--- src/rtl/complex_mul_flat.sv ---
// Fully parallel 3-stage pipelined complex multiplier, z = x*y, 18-bit signed I/Q.
// Define COMPLEX_MUL_FLAT_ROUND_EN for round-half-up scaling instead of floor.
module complex_mul_flat (
    input  logic               clk,
    input  logic               rst,
    input  logic               gate_in,
    input  logic signed [17:0] x_I,
    input  logic signed [17:0] x_Q,
    input  logic signed [17:0] y_I,
    input  logic signed [17:0] y_Q,
    output logic signed [17:0] z_I,
    output logic signed [17:0] z_Q,
    output logic               gate_out
);

    localparam int unsigned DW = 18;
    localparam int unsigned PW = 36;
    localparam int unsigned SW = 37;
    localparam int unsigned AW = 38;
    localparam int unsigned SHIFT = 17;

    logic signed [PW-1:0] p_ii;
    logic signed [PW-1:0] p_qq;
    logic signed [PW-1:0] p_iq;
    logic signed [PW-1:0] p_qi;
    logic signed [SW-1:0] sum_re;
    logic signed [SW-1:0] sum_im;
    logic [2:0]           gate_d;

    // Scale by 2^-17 (floor or round half up) at 38 bits, then clip to 18 bits.
    function automatic logic signed [DW-1:0] scale_sat(input logic signed [SW-1:0] s);
        logic signed [AW-1:0] adj;
        logic signed [AW-1:0] shifted;
`ifdef COMPLEX_MUL_FLAT_ROUND_EN
        adj = AW'(s) + 38'sd65536;
`else
        adj = AW'(s);
`endif
        shifted = adj >>> SHIFT;
        if (shifted > 38'sd131071) begin
            scale_sat = 18'sd131071;
        end else if (shifted < -38'sd131072) begin
            scale_sat = -18'sd131072;
        end else begin
            scale_sat = shifted[DW-1:0];
        end
    endfunction

    // Stage 1: four full-precision products.
    always_ff @(posedge clk or posedge rst) begin
        if (rst) begin
            p_ii <= '0;
            p_qq <= '0;
            p_iq <= '0;
            p_qi <= '0;
        end else begin
            p_ii <= PW'(x_I) * PW'(y_I);
            p_qq <= PW'(x_Q) * PW'(y_Q);
            p_iq <= PW'(x_I) * PW'(y_Q);
            p_qi <= PW'(x_Q) * PW'(y_I);
        end
    end

    // Stage 2: 37-bit sums hold the 2^35 extreme without wrap.
    always_ff @(posedge clk or posedge rst) begin
        if (rst) begin
            sum_re <= '0;
            sum_im <= '0;
        end else begin
            sum_re <= SW'(p_ii) - SW'(p_qq);
            sum_im <= SW'(p_iq) + SW'(p_qi);
        end
    end

    // Stage 3: scaled, saturated outputs.
    always_ff @(posedge clk or posedge rst) begin
        if (rst) begin
            z_I <= '0;
            z_Q <= '0;
        end else begin
            z_I <= scale_sat(sum_re);
            z_Q <= scale_sat(sum_im);
        end
    end

    // Gate flag pipeline matched to the datapath depth.
    always_ff @(posedge clk or posedge rst) begin
        if (rst) begin
            gate_d <= '0;
        end else begin
            gate_d <= {gate_d[1:0], gate_in};
        end
    end

    assign gate_out = gate_d[2];

endmodule

--- config.mk ---
export PLATFORM = sky130hd
export DESIGN_NAME = complex_mul_flat
export DESIGN_NICKNAME = d
export VERILOG_FILES = /design/src/rtl/complex_mul_flat.sv
export SDC_FILE = /design/constraint.sdc
export NUM_CORES = 2
export LEC_CHECK = 0
export BUFFER_PORTS_ARGS = -buffer_cell sky130_fd_sc_hd__buf_4
export CAP_MARGIN = 10
export CELL_PAD_IN_SITES_DETAIL_PLACEMENT = 1
export CELL_PAD_IN_SITES_GLOBAL_PLACEMENT = 2
export CORE_MARGIN = 3
export CORE_UTILIZATION = 46
export CTS_CLUSTER_DIAMETER = 50
export CTS_CLUSTER_SIZE = 20
export DETAILED_ROUTE_END_ITERATION = 16
export PLACE_DENSITY = 0.93
export SYNTH_ARGS = -nofsm -noshare
export SYNTH_HDL_FRONTEND = slang
export SYNTH_SLANG_ARGS = --single-unit
--- constraint.sdc ---
create_clock -name clk -period 17.8 [get_ports clk]
set_input_delay 0.89 -clock clk [delete_from_list [all_inputs] [get_ports clk]]
set_output_delay 0.89 -clock clk [all_outputs]
set_load 0.01 [all_outputs]
==> impl_results.md <==
- Final hold violations: 0
- Routing usage on met2: 42.0%
- Worst Hold Path Cells: 0
- Pre-antenna DRT Iters: 7
- Post-synth EDFFs: 0
- Worst path arrival time: 7.74 ns
- Met1 Track Usage GR: 34.0%
- Tcrit/Tclk final: 40.5%
- Total congestion overflow: 0
- Starting Density: 46.6%
- RR Endpoint: sum_re[34]$_DFF_PP0_
- DR DRC count: 0
- Highest Clock Rate: 0.139 GHz
- Die Width: 358 um
- YS warnings: 0
- Die Height: 358 um
- Via count: 40000
- Setup violators final: 0
- Slew HR: 40.7%
- IO Count: 112
- Final Wtd Congestion: 0.835
- Clock Skew: 0.0275 ns
- IO Port Bufs: 111
- Ys async rst share: 100%
- Cells after Synth: 6095
- Antenna diodes: 0
- Crit Reg-Reg Startpoint: p_ii[5]$_DFF_PP0_
- Post-CTS setup buffers: 0
- H-Tree Depth: 2
- Setup tns final: 0 ns
- Crit-path max FO: 16
- Cell Area, Synth: 57100 um2
- WHS Endpoint: gate_d[2]$_DFF_PP0_
- Max cap viols: 0
- Seq/Total Area, Yosys: 9.78%
- GRT Resource Usage Total: 24.9%
- Layout Nets: 7812
- Fin crit period: 7.21 ns
- Hpwl dp: 117000 um
- Worst path required time: 18.33 ns
- Yosys top cell by area: fa_1
- GR Layer Usage met3: 2.99%
- R2R Setup Slk: 14.12 ns
- Hold path startpoint: gate_d[1]$_DFF_PP0_
- Routed length per placed instance: 19.8 um
- Vias in the first global route: 46400
- Most area-consuming cells after synthesis: fa_1 (46%), inv_1 (10%), dfrtp_1 (9.8%), ha_1 (9.7%), and2_1 (7.1%)
- Hold buffer count at cts: 0
- Area growth, synth to finish: 5.63%
- Synth top area share: 46.2%
- CTS resizes: 0
- Share of cells above drive strength 1: 3.43%
- Main flop type after synthesis: dfrtp_1
- Max Transition Viols Final: 0
- Core ar.: 123000 um2
- Worst Hold Class: flop to flop
- Routed Antenna Nets: 0
- Mean Syn Cell Area: 9.36 um2
- Most crowded layer after global routing: met2
- CTS Sinks: 223
- Critical Path Start Type: primary input
- Reg2reg path depth: 10
- RSZ-0062 raised after global routing: false
- DR vias/cell: 5.25
- CTS clk-pin slew, worst paths: 0.07 ns
- Outcome: completed
- Wire length of the first global-routing pass: 252000 um
- Clock Path Buffers: 3
- Most common cell in the netlist: inv_1
- Fill cells: 13900
- CTS Buf Count: 37
- CTS tree: yes
- Routed WL: 151000 um
- Antenna violations before repair: 1
- Largest net degree at the start of global routing: 79
- FF+latch count, synth: 223
- Mapped Nets: 7928
- Actual slew at the worst max-slew pin: 0.882 ns
- Synth unique cells: 70
- Starting DRT DRC Count: 2067
- Clock root buffer: clkbuf_16
- Crit path capture type: flop
- Commonest cells post-synth: inv_1 (1515), fa_1 (1316), nand2_1 (648)
- Rows: 128
- Crit Path Category: primary input to flop
- Die area: 128000 um2
- Clock Latency Late Sink: 0.59 ns
-- layer usage --
metal  up-vias  routed length, um
met5         -                  0
met4         0               5040
met3       191               7670
met2       985              74100
met1     21300              64500
li1      17600                  -
-- worst max-delay path: stages --
cell,delay [ns]
buf_4,0.20
inv_1,0.66
buf_4,0.39
nor2_1,0.09
fa_1,0.51
fa_1,0.42
fa_1,0.51
fa_1,0.44
fa_1,0.50
inv_1,0.05
fa_1,0.47
inv_1,0.04
ha_1,0.36
nand2_1,0.10
a2111oi_0,0.37
o21ai_0,0.24
and4_1,0.28
nor3_1,0.35
o21ai_0,0.25
and3_1,0.23
a41oi_1,0.18
o311a_1,0.18
-- cells in the final DEF, fill, tap and decap left out, types with 32 or more instances in the layout --
cell type,instances
inv_1,1514
nor2_1,212
xor2_1,35
xnor2_1,135
ha_1,442
clkbuf_16,37
nor3_1,32
and2_1,644
o21ai_0,86
buf_4,121
nand2_1,648
dfrtp_1,223
nand2b_1,41
a21oi_1,130
fa_1,1316
a21o_1,70
-- how the worst max path moves through the flow --
stage | startpoint | to | cells after the start
3_5_place_dp | y_I[17] | p_ii[35]$_DFF_PP0_ | 22
3_3_place_gp | y_I[17] | p_ii[33]$_DFF_PP0_ | 22
2_1_floorplan | rst | gate_d[0]$_DFF_PP0_ | 1
4_1_cts | y_I[17] | p_ii[33]$_DFF_PP0_ | 22
5_1_grt | y_I[0] | p_qi[34]$_DFF_PP0_ | 24
6_report | y_I[17] | p_ii[33]$_DFF_PP0_ | 22
-- cell type report --
type,count,area [um2],area share [%]
Clock inverter,26,368,0.610
Multi-Input combinational cell,4080,44800,74.3
Inverter,1516,5700,9.45
Clock buffer,38,930,1.54
Tap cell,1625,2030,3.37
Timing Repair Buffer,121,908,1.51
Sequential cell,223,5580,9.26
-- logic make-up (layout without fill, tap and decap cells) --
kind of cell	Yosys count	in the layout	synth area share, %
buffers and inverters	1792	1701	11.8
and+or+nand+nor	1706	1706	14.8
AOI/OAI and AO/OA	442	442	5.06
adders and majority gates	1758	1758	55.9
muxes	4	4	0.0702
DFF	223	223	9.78
xor gates and xnor gates	170	170	2.61
-- registers in the layout (all words and copies together), names as in the netlist --
signal	cells
p_ii	36
p_iq	36
p_qi	36
p_qq	36
sum_im	20
sum_re	20
z_I	18
z_Q	18
gate_d	3
-- metrics by stage --
| stage | instances | setup WS [ns] | area, um2 | hold slack, ns | utilization (%) |
|---|---|---|---|---|---|
| final | 7629 | 10.59 | 60300 | 0.351 | 49.2 |
| after global routing | 7629 | 10.18 | 60300 | 0.368 | 49.2 |
| after CTS | 7629 | 10.63 | 60300 | 0.353 | 49.2 |
| after detailed placement | 7565 | 9.97 | 59000 | 0.336 | 48.1 |
| after global placement | 7565 | 10.23 | 59000 | 0.331 | 48.1 |
| after floorplan | 6095 | 10.80 | 57100 | 0.331 | - |
Power is not shown: default switching activity piles up to over one toggle a cycle in this logic, so the estimate is an artifact.
